`src/rtl/ahbsched_if.sv`:
```
// Burst request channel between the transfer scheduler
// and the AHB master interface.
interface ahbsched_if;
  logic [31:0] O_AHBSCHED_ADDR;
  logic [4:0]  O_AHBSCHED_COUNT;
  logic        O_AHBSCHED_WRITE;
  logic        O_AHBSCHED_START;
  logic        I_AHBSCHED_BEAT;

  modport master (
    output O_AHBSCHED_ADDR,
    output O_AHBSCHED_COUNT,
    output O_AHBSCHED_WRITE,
    output O_AHBSCHED_START,
    input  I_AHBSCHED_BEAT
  );

  modport slave (
    input  O_AHBSCHED_ADDR,
    input  O_AHBSCHED_COUNT,
    input  O_AHBSCHED_WRITE,
    input  O_AHBSCHED_START,
    output I_AHBSCHED_BEAT
  );
endinterface

```
`src/rtl/ahbsched.sv`:
```
// Rotate-job transfer scheduler: splits read and write
// streams into 1 KB-safe AHB bursts, round-robin between them.
module ahbsched #(
  parameter int BURST_MAX = 16,
  parameter int NW        = 16
) (
  input  logic          I_AHBSCHED_HCLK,
  input  logic          I_AHBSCHED_HRESET,
  input  logic          I_AHBSCHED_GO,
  input  logic          I_AHBSCHED_ABORT,
  input  logic [31:0]   I_AHBSCHED_SRC_ADDR,
  input  logic [31:0]   I_AHBSCHED_DST_ADDR,
  input  logic [NW-1:0] I_AHBSCHED_NWORDS,
  input  logic [2:0]    I_AHBSCHED_SIZE,
  input  logic [4:0]    I_AHBSCHED_RD_SPACE,
  input  logic [4:0]    I_AHBSCHED_WR_LEVEL,
  output logic          O_AHBSCHED_BUSY,
  output logic          O_AHBSCHED_DONE,
  ahbsched_if.master    bus
);

  localparam logic [2:0] ST_IDLE  = 3'd0;
  localparam logic [2:0] ST_ARB   = 3'd1;
  localparam logic [2:0] ST_ISSUE = 3'd2;
  localparam logic [2:0] ST_WAIT  = 3'd3;
  localparam logic [2:0] ST_FIN   = 3'd4;

  logic [2:0]    state;
  logic [31:0]   rd_addr;
  logic [31:0]   wr_addr;
  logic [NW-1:0] rd_rem;
  logic [NW-1:0] wr_rem;
  logic [4:0]    beat_cnt;
  logic [4:0]    len;
  logic          last_grant;
  logic          abort_pend;
  logic [1:0]    job_sz;
  logic [31:0]   out_addr;
  logic [4:0]    out_count;
  logic          out_write;

  logic [1:0]    go_sz;
  logic          rd_ok;
  logic          wr_ok;
  logic          pick_wr;
  logic [31:0]   sel_addr;
  logic [31:0]   sel_rem;
  logic [31:0]   sel_fifo;
  logic [31:0]   bnd;
  logic [31:0]   raw;
  logic [4:0]    len_nxt;
  logic [31:0]   step;
  logic          last_beat;

  function automatic logic [31:0] align(
    input logic [31:0] a,
    input logic [1:0]  s
  );
    unique case (s)
      2'd0:    align = a;
      2'd1:    align = {a[31:1], 1'b0};
      default: align = {a[31:2], 2'b00};
    endcase
  endfunction

  // Pick the next stream and size its burst
  always_comb begin
    go_sz = (I_AHBSCHED_SIZE > 3'd2) ?
            2'd2 : I_AHBSCHED_SIZE[1:0];
    rd_ok = (rd_rem != '0) &&
            (I_AHBSCHED_RD_SPACE != 5'd0);
    wr_ok = (wr_rem != '0) &&
            (I_AHBSCHED_WR_LEVEL != 5'd0);
    pick_wr = (rd_ok && wr_ok) ? ~last_grant : wr_ok;
    sel_addr = pick_wr ? wr_addr : rd_addr;
    sel_rem  = pick_wr ? 32'(wr_rem) : 32'(rd_rem);
    sel_fifo = pick_wr ? 32'(I_AHBSCHED_WR_LEVEL)
                       : 32'(I_AHBSCHED_RD_SPACE);
    bnd = 32'((11'd1024 - {1'b0, sel_addr[9:0]})
              >> job_sz);
    raw = sel_rem;
    if (sel_fifo < raw) raw = sel_fifo;
    if (bnd < raw) raw = bnd;
    if (32'(BURST_MAX) < raw) raw = 32'(BURST_MAX);
    unique case (1'b1)
      (raw >= 32'd16):
        len_nxt = 5'd16;
      (raw >= 32'd8 && raw < 32'd16):
        len_nxt = 5'd8;
      (raw >= 32'd4 && raw < 32'd8):
        len_nxt = 5'd4;
      default:
        len_nxt = raw[4:0];
    endcase
    step = 32'(len) << job_sz;
    last_beat = bus.I_AHBSCHED_BEAT &&
                (beat_cnt == len - 5'd1);
  end

  // Job/burst sequencing and pointer bookkeeping
  always_ff @(posedge I_AHBSCHED_HCLK) begin
    if (I_AHBSCHED_HRESET) begin
      state      <= ST_IDLE;
      rd_addr    <= '0;
      wr_addr    <= '0;
      rd_rem     <= '0;
      wr_rem     <= '0;
      beat_cnt   <= '0;
      len        <= '0;
      last_grant <= 1'b1;
      abort_pend <= 1'b0;
      job_sz     <= '0;
      out_addr   <= '0;
      out_count  <= '0;
      out_write  <= 1'b0;
    end else begin
      if (state != ST_IDLE && I_AHBSCHED_ABORT)
        abort_pend <= 1'b1;
      unique case (state)
        ST_IDLE: begin
          if (I_AHBSCHED_GO) begin
            rd_addr <= align(I_AHBSCHED_SRC_ADDR, go_sz);
            wr_addr <= align(I_AHBSCHED_DST_ADDR, go_sz);
            rd_rem     <= I_AHBSCHED_NWORDS;
            wr_rem     <= I_AHBSCHED_NWORDS;
            job_sz     <= go_sz;
            abort_pend <= 1'b0;
            last_grant <= 1'b1;
            beat_cnt   <= '0;
            state <= (I_AHBSCHED_NWORDS == '0) ?
                     ST_FIN : ST_ARB;
          end
        end
        ST_ARB: begin
          if (abort_pend ||
              (rd_rem == '0 && wr_rem == '0)) begin
            state <= ST_FIN;
          end else if (rd_ok || wr_ok) begin
            len        <= len_nxt;
            out_addr   <= sel_addr;
            out_count  <= len_nxt;
            out_write  <= pick_wr;
            last_grant <= pick_wr;
            state      <= ST_ISSUE;
          end
        end
        ST_ISSUE: begin
          beat_cnt <= '0;
          state    <= ST_WAIT;
        end
        ST_WAIT: begin
          if (last_beat) begin
            if (out_write) begin
              wr_addr <= wr_addr + step;
              wr_rem  <= wr_rem - NW'(len);
            end else begin
              rd_addr <= rd_addr + step;
              rd_rem  <= rd_rem - NW'(len);
            end
            beat_cnt <= '0;
            state    <= ST_ARB;
          end else if (bus.I_AHBSCHED_BEAT) begin
            beat_cnt <= beat_cnt + 5'd1;
          end
        end
        ST_FIN: begin
          state <= ST_IDLE;
        end
        default: begin
          state <= ST_IDLE;
        end
      endcase
    end
  end

  assign bus.O_AHBSCHED_ADDR  = out_addr;
  assign bus.O_AHBSCHED_COUNT = out_count;
  assign bus.O_AHBSCHED_WRITE = out_write;
  assign bus.O_AHBSCHED_START = (state == ST_ISSUE);
  assign O_AHBSCHED_BUSY      = (state != ST_IDLE);
  assign O_AHBSCHED_DONE      = (state == ST_FIN);

endmodule

```
`src/flat_wrapper.sv`:
```
// flat-port wrapper written by rule: the top's interface ports become plain ports
module ahbsched_flat 
#(
  parameter int BURST_MAX = 16,
  parameter int NW        = 16
)
  (I_AHBSCHED_HCLK, I_AHBSCHED_HRESET, I_AHBSCHED_GO, I_AHBSCHED_ABORT, I_AHBSCHED_SRC_ADDR, I_AHBSCHED_DST_ADDR, I_AHBSCHED_NWORDS, I_AHBSCHED_SIZE, I_AHBSCHED_RD_SPACE, I_AHBSCHED_WR_LEVEL, O_AHBSCHED_BUSY, O_AHBSCHED_DONE, bus_O_AHBSCHED_ADDR, bus_O_AHBSCHED_COUNT, bus_O_AHBSCHED_WRITE, bus_O_AHBSCHED_START, bus_I_AHBSCHED_BEAT);
  ahbsched_if bus_i ();
  input  logic I_AHBSCHED_HCLK;
  input  logic I_AHBSCHED_HRESET;
  input  logic I_AHBSCHED_GO;
  input  logic I_AHBSCHED_ABORT;
  input  logic [31:0] I_AHBSCHED_SRC_ADDR;
  input  logic [31:0] I_AHBSCHED_DST_ADDR;
  input  logic [NW-1:0] I_AHBSCHED_NWORDS;
  input  logic [2:0] I_AHBSCHED_SIZE;
  input  logic [4:0] I_AHBSCHED_RD_SPACE;
  input  logic [4:0] I_AHBSCHED_WR_LEVEL;
  output logic O_AHBSCHED_BUSY;
  output logic O_AHBSCHED_DONE;
  output wire logic [$bits(bus_i.O_AHBSCHED_ADDR)-1:0] bus_O_AHBSCHED_ADDR;
  output wire logic [$bits(bus_i.O_AHBSCHED_COUNT)-1:0] bus_O_AHBSCHED_COUNT;
  output wire logic [$bits(bus_i.O_AHBSCHED_WRITE)-1:0] bus_O_AHBSCHED_WRITE;
  output wire logic [$bits(bus_i.O_AHBSCHED_START)-1:0] bus_O_AHBSCHED_START;
  input wire logic [$bits(bus_i.I_AHBSCHED_BEAT)-1:0] bus_I_AHBSCHED_BEAT;
  assign bus_O_AHBSCHED_ADDR = bus_i.O_AHBSCHED_ADDR;
  assign bus_O_AHBSCHED_COUNT = bus_i.O_AHBSCHED_COUNT;
  assign bus_O_AHBSCHED_WRITE = bus_i.O_AHBSCHED_WRITE;
  assign bus_O_AHBSCHED_START = bus_i.O_AHBSCHED_START;
  assign bus_i.I_AHBSCHED_BEAT = bus_I_AHBSCHED_BEAT;
  ahbsched #(.BURST_MAX(BURST_MAX), .NW(NW)) u_core (.I_AHBSCHED_HCLK(I_AHBSCHED_HCLK), .I_AHBSCHED_HRESET(I_AHBSCHED_HRESET), .I_AHBSCHED_GO(I_AHBSCHED_GO), .I_AHBSCHED_ABORT(I_AHBSCHED_ABORT), .I_AHBSCHED_SRC_ADDR(I_AHBSCHED_SRC_ADDR), .I_AHBSCHED_DST_ADDR(I_AHBSCHED_DST_ADDR), .I_AHBSCHED_NWORDS(I_AHBSCHED_NWORDS), .I_AHBSCHED_SIZE(I_AHBSCHED_SIZE), .I_AHBSCHED_RD_SPACE(I_AHBSCHED_RD_SPACE), .I_AHBSCHED_WR_LEVEL(I_AHBSCHED_WR_LEVEL), .O_AHBSCHED_BUSY(O_AHBSCHED_BUSY), .O_AHBSCHED_DONE(O_AHBSCHED_DONE), .bus(bus_i));
endmodule
```
`config.mk`:
```
export PLATFORM = sky130hd
export DESIGN_NAME = ahbsched_flat
export DESIGN_NICKNAME = d
export VERILOG_FILES = /design/src/rtl/ahbsched_if.sv /design/src/rtl/ahbsched.sv /design/src/flat_wrapper.sv
export SDC_FILE = /design/constraint.sdc
export NUM_CORES = 1
export LEC_CHECK = 0
export ABC_AREA = 0
export BUFFER_PORTS_ARGS = -buffer_cell sky130_fd_sc_hd__buf_2
export CORE_MARGIN = 5
export CORE_UTILIZATION = 49
export CTS_BUF_LIST = sky130_fd_sc_hd__clkbuf_4
export DETAILED_ROUTE_END_ITERATION = 8
export GPL_ROUTABILITY_DRIVEN = 0
export PLACE_DENSITY = 0.78
export RECOVER_POWER = 25
export SLEW_MARGIN = 20
export SYNTH_ARGS = -nofsm -noshare
export SYNTH_HDL_FRONTEND = slang
export SYNTH_SLANG_ARGS = --single-unit
```
`constraint.sdc`:
```
create_clock -name I_AHBSCHED_HCLK -period 20.4 [get_ports I_AHBSCHED_HCLK]
set_clock_uncertainty 0.15 [all_clocks]
set_input_delay 4.08 -clock I_AHBSCHED_HCLK [delete_from_list [all_inputs] [get_ports I_AHBSCHED_HCLK]]
set_output_delay 4.08 -clock I_AHBSCHED_HCLK [all_outputs]
set_load 0.03 [all_outputs]
```
Word-level counts from Yosys, hierarchy flattened
Index checks and enable logic that the tools add are counted.
{"block": "classes", "n_addsub": 7, "n_lt_le_gt_ge": 9, "n_eq_ne": 14, "shifts": 2, "n_mux": 43, "bitwise_logic": 2, "n_reduce_logical": 30}
{"op": "$mux W32", "count": 10}
{"op": "$pmux W32 S2", "count": 2}
{"op": "$mux W16", "count": 6}
{"op": "$add A32 B32 Y32", "count": 2}
{"op": "$lt A32 B32 Y1", "count": 2}
{"op": "$pmux W16 S2", "count": 2}
{"op": "$logic_not A16 Y1", "count": 3}
{"op": "$ge A32 B3 Y1 const B", "count": 1}
{"op": "$ge A32 B4 Y1 const B", "count": 1}
{"op": "$ge A32 B5 Y1 const B", "count": 1}
{"op": "$lt A32 B4 Y1 const B", "count": 1}
{"op": "$lt A32 B5 Y1 const B", "count": 1}
{"op": "$lt A5 B32 Y1 const A", "count": 1}
{"op": "$reduce_bool A16 Y1", "count": 2}
{"op": "$shl A5 B2 Y32", "count": 1}
{"op": "$shr A32 B2 Y32", "count": 1}
{"op": "$sub A16 B5 Y16", "count": 2}
{"op": "$pmux W5 S3", "count": 2}
{"op": "$mux W5", "count": 4}
{"op": "$mux W3", "count": 5}
{"op": "$pmux W3 S4", "count": 1}
{"op": "$reduce_and A4 Y1", "count": 3}
{"op": "$sub A11 B10 Y12 const A", "count": 1}
{"op": "$reduce_bool A5 Y1", "count": 2}
{"op": "other kinds (25)", "count": 50}
{"block": "totals", "regBits": 146, "in_bits": 98, "output_inout_bits": 41, "word_cells": 119}

Longest topological paths before layout
{"block": "depth", "ltp_word": 14, "depth_mapped": 29, "depth_no_buf": 25}

Worst setup path before layout
OpenSTA, ideal clock, no wires.
{"block": "synth_path", "kind": "input port to flip-flop", "start": "input I_AHBSCHED_WR_LEVEL[4]", "end": "register u_core.len[0]", "setup_ps": 121, "t_arrival_ps": 9445, "setup_slack_ps": 10685, "cell_stages": 28, "path_buffers": 5, "cell_sequence": "or4_1 -> nor2_1 -> a21oi_2 -> and2_1 -> buf_6 -> clkbuf_1 -> clkbuf_1 -> clkbuf_1 -> a21oi_1 -> ha_1 -> clkbuf_1 -> nor3b_1 -> nand2_1 -> or4_1 -> o311ai_0 -> a211oi_1 -> a21oi_1 -> a31oi_1 -> ha_1 -> and4_1 -> a21oi_1 -> a21oi_1 -> a211oi_1 -> o221a_1 -> a31o_2 -> and4b_1 -> a41oi_2 -> o21ai_1"}
{"block": "synth_via", "elab_chain_cells": 14, "elab_cells_between_ends": 25}
{"element": "start, declared", "line_no": "flat_wrapper.sv:18", "rtl": "input logic [4:0] I_AHBSCHED_WR_LEVEL;"}
{"element": "$reduce_bool A5 Y1", "line_no": "ahbsched.sv:73", "rtl": "(I_AHBSCHED_WR_LEVEL != 5'd0);"}
{"element": "$logic_and A1 B1 Y1", "line_no": "ahbsched.sv:72", "rtl": "wr_ok = (wr_rem != '0) &&"}
{"element": "$logic_and A1 B1 Y1", "line_no": "ahbsched.sv:74", "rtl": "pick_wr = (rd_ok && wr_ok) ? ~last_grant : wr_ok;"}
{"element": "$mux W1", "line_no": "ahbsched.sv:74"}
{"element": "$mux W5, or another cell as far along", "line_no": "ahbsched.sv:77", "rtl": "sel_fifo = pick_wr ? 32'(I_AHBSCHED_WR_LEVEL)"}
{"element": "$lt A32 B32 Y1 or $sub A11 B10 Y12 (tied branches)", "line_no": "ahbsched.sv:82, ahbsched.sv:79"}
{"element": "$mux W32 or $shr A32 B2 Y32 (tied branches)", "line_no": "ahbsched.sv:82, ahbsched.sv:79"}
{"element": "$lt A32 B32 Y1", "line_no": "ahbsched.sv:83", "rtl": "if (bnd < raw) raw = bnd;"}
{"element": "$mux W32", "line_no": "ahbsched.sv:83"}
{"element": "$lt A5 B32 Y1", "line_no": "ahbsched.sv:84", "rtl": "if (32'(BURST_MAX) < raw) raw = 32'(BURST_MAX);"}
{"element": "$mux W32", "line_no": "ahbsched.sv:84"}
{"element": "$ge A32 B3 Y1, or another cell as far along", "line_no": "ahbsched.sv:90", "rtl": "(raw >= 32'd4 && raw < 32'd8):"}
{"element": "$logic_and A1 B1 Y1 (on tied branches)", "line_no": "ahbsched.sv:90, ahbsched.sv:88"}
{"element": "$pmux W5 S3", "line_no": "ahbsched.sv:85", "rtl": "unique case (1'b1)"}
{"element": "end signal, assigned", "line_no": "ahbsched.sv:139", "rtl": "len <= len_nxt;"}
{"element": "end, declared", "line_no": "ahbsched.sv:34", "rtl": "logic [4:0] len;"}
Several ways; a longest one is shown, not always the timed one.
A chain may end at the register's enable or synchronous reset.

==> metrics.md <==
| Metric | Value |
|---|---|
| # rows | `53` |
| Share of cells above drive strength 1 | `12.4%` |
| Hold slack final | `0.356 ns` |
| Synth warn | `0` |
| Largest vdd supply drop | `69.0 µV` |
| Syn Inst Count | `1401` |
| Relative slew slack | `-197%` |
| Multi-input logic area | `6880 µm²` |
| Data arrival, critical path | `10.03 ns` |
| CP Class | `in -> reg` |
| Clock Latency Late Sink | `0.60 ns` |
| Max-slew violations | `140` |
| CP endpoint kind | `flop` |
| Predominant post-synthesis flop cell | `dfxtp_1` |
| Worst-path clk slew | `0.15 ns` |
| WL final | `32800 µm` |
| First drt pass iteration count | `5` |
| CP required | `20.75 ns` |
| CTS root buf | `clkbuf_4` |
| Vias | `11000` |
| Cell Area, Placed | `11100 µm²` |
| Total gr overflow | `0` |
| Mux cell area share after synthesis | `5.83%` |
| Top post-synthesis cells by area | `dfxtp_1, nor2_1, a211oi_1` |
| Post-synth ARST share | `0%` |
| Yosys cell types | `75` |
| Syn Area/Cell | `7.41 µm²` |
| Max cap viols | `2` |
| Yosys top cell by area | `dfxtp_1` |
| DRC Markers | `0` |
| Tmin final | `9.68 ns` |
| Global-route wire length before repair | `51700 µm` |
| Post-synthesis xor/xnor area fraction | `2.95%` |
| Crit start category | `input pin` |
| Via-to-Cell Ratio | `6.24` |
| Initial antenna violation count | `1` |
| Leak pwr | `4.40 nW` |
| Synth Area in Compound Gates | `27.6%` |
| Clock Sinks | `146` |
| Grt met3 use | `7.88%` |
| HP Class | `reg -> reg` |
| PortBufs | `138` |
| Mapped Area | `10400 µm²` |
| GRT Util Overall | `26.2%` |
| Met1 GRT Util | `36.8%` |
| 1st-iter DRT viols | `1190` |
| CP max FO | `91` |
| Period utilization | `47.4%` |
| Fmax | `103 MHz` |
| Pin count of the biggest net entering global routing | `99` |
| Top post-synthesis cells by count | `nor2_1, dfxtp_1, nand2_1` |
| Number of flops mapped to enable cells by yosys | `0` |
| Worst Tran Pin Value | `4.46 ns` |
| Seq. cell area | `2920 µm²` |
| Power per Cell Area | `150 nW/µm²` |
| # hold bufs at CTS | `0` |
| Die X | `156 µm` |
| Most frequent cell after synthesis | `nor2_1` |
| Met2 Use GR | `38.7%` |
| Post-Synth Simple-Gate Area | `23.4%` |
| Largest family of logic cells by synthesized area | `compound AO/OA/AOI/OAI gates` |
| Synth top area share | `28.2%` |
| Final TNS setup | `0 ns` |
| Postcts setup bufs | `0` |
| Full die area | `24200 µm²` |
| Seq/Total Area, Yosys | `28.2%` |
| CTS tree | `built` |
| Number of global-route vias before repair | `9864` |
| Total CTS buffers | `17` |
| Post-CTS sizing | `0` |
| IO Pins | `139` |
| Status | `complete, but fails checks` |
| GR peak layer | `met2` |
| DRT antenna net count | `0` |
| Die Ht | `156 µm` |
| Final non-filler cell area | `11400 µm²` |
| WL per Instance | `18.7 µm` |
| Final setup fails | `0` |
| Final Hold Vio Count | `0` |
| Core outline area | `21000 µm²` |
| Post-Synth Adder-Cell Area | `6.03%` |
| RSZ-0062 raised after global routing | `no` |
| H-tree depth | `4` |
| Syn-to-layout area delta | `9.74%` |
| Final #Nets | `1612` |
| Dpl hpwl | `23500 µm` |
| Failing checks | `max-capacitance violations, max-slew violations` |
| Fillers | `2062` |
| Clk buf depth | `2` |
| FF+latch count, synth | `146` |
| Effective utilization at floorplan | `49.5%` |
==> routing by layer <==
metal	vias up	share of wire, %	routed length [µm]
li1	5260	-	-
met1	5137	43	14000
met2	510	44	14300
met3	59	11	3730
met4	0	2.3	767
met5	-	0	0
==> power by group <==
group          switching, W  internal [W]
Sequential         0.000113      0.000373
Clock              0.000129     0.0000789
Combinational      0.000634      0.000383
Total              0.000876      0.000834
==> cell families (layout without fill, tap and decap cells) <==
kind of cell,Yosys count,after routing
simple gates,521,521
compound gates,431,431
buf+inv,162,237
flops,146,146
mux,57,57
fa+ha+maj,48,48
xor+xnor,35,35
other cells,1,7
==> path summary, 6_finish.rpt <==
| check | start | endpoint | slack [ns] | cells past startpoint |
|---|---|---|---|---|
| max | I_AHBSCHED_HRESET | u_core.len[0]$_SDFFE_PP0P_ | 10.72 | 6 |
| max reg2reg | u_core.wr_rem[6]$_SDFFE_PP0P_ | u_core.len[0]$_SDFFE_PP0P_ | 13.83 | 23 |
| min reg2reg | u_core.wr_rem[11]$_SDFFE_PP0P_ | u_core.wr_rem[11]$_SDFFE_PP0P_ | 0.36 | 2 |
| min | u_core.wr_rem[11]$_SDFFE_PP0P_ | u_core.wr_rem[11]$_SDFFE_PP0P_ | 0.36 | 2 |
==> layout make-up <==
type                    instances  share of cell area, %
multi-input cells            1098                   60.3
flip-flops and latches        146                   25.7
repair buffers                147                   6.24
well taps                     275                   3.02
inverters                      58                   1.91
clock inverters                15                   1.69
clock buffers                  17                   1.12
diodes                          1                 0.0220
==> cells in the final DEF, fill, tap and decap left out, types with 10 or more instances in the layout <==
cell type	count
nand2_1	115
ha_1	42
o31ai_1	18
a31oi_1	15
xnor2_1	20
o21ai_0	88
buf_2	103
nor2b_1	17
clkbuf_4	17
dfxtp_1	146
inv_1	56
a22oi_1	18
mux2i_1	47
a21oi_1	97
nor3_1	45
and3_1	17
xor2_1	15
o22ai_1	11
or3_1	10
o32ai_1	11
a21o_1	13
nand3_1	22
nand2b_1	12
nand4_1	12
nor2_1	202
a211oi_1	72
clkbuf_1	36
nor4_1	23
a311oi_1	10
==> critical path, cell delays in order <==
cell      delay (ns)
clkbuf_1        1.48
clkbuf_1        3.21
nor2b_1         0.44
and4b_1         0.45
a41oi_2         0.17
o21ai_1         0.09
==> flip-flops by register name, indices dropped and copies added, names as in the netlist, 2 cells and up <==
register / cells
u_core.bus.O_AHBSCHED_ADDR: 32
u_core.rd_addr: 32
u_core.wr_addr: 32
u_core.rd_rem: 16
u_core.wr_rem: 16
u_core.beat_cnt: 5
u_core.len: 5
u_core.state: 3
u_core.job_sz: 2
==> per-stage QoR <==
step                total power [W]  util [%]  std cells  worst slack [ns]
global route                0.00185      54.4       1757             10.35
global placement            0.00146      53.1       1724             10.85
finish                      0.00171      54.4       1757             10.72
CTS                         0.00170      54.6       1756             11.27
floorplan                   0.00124         -       1406             10.68
detailed placement          0.00149      53.1       1724             10.62
(Power assumes the default switching activity.)
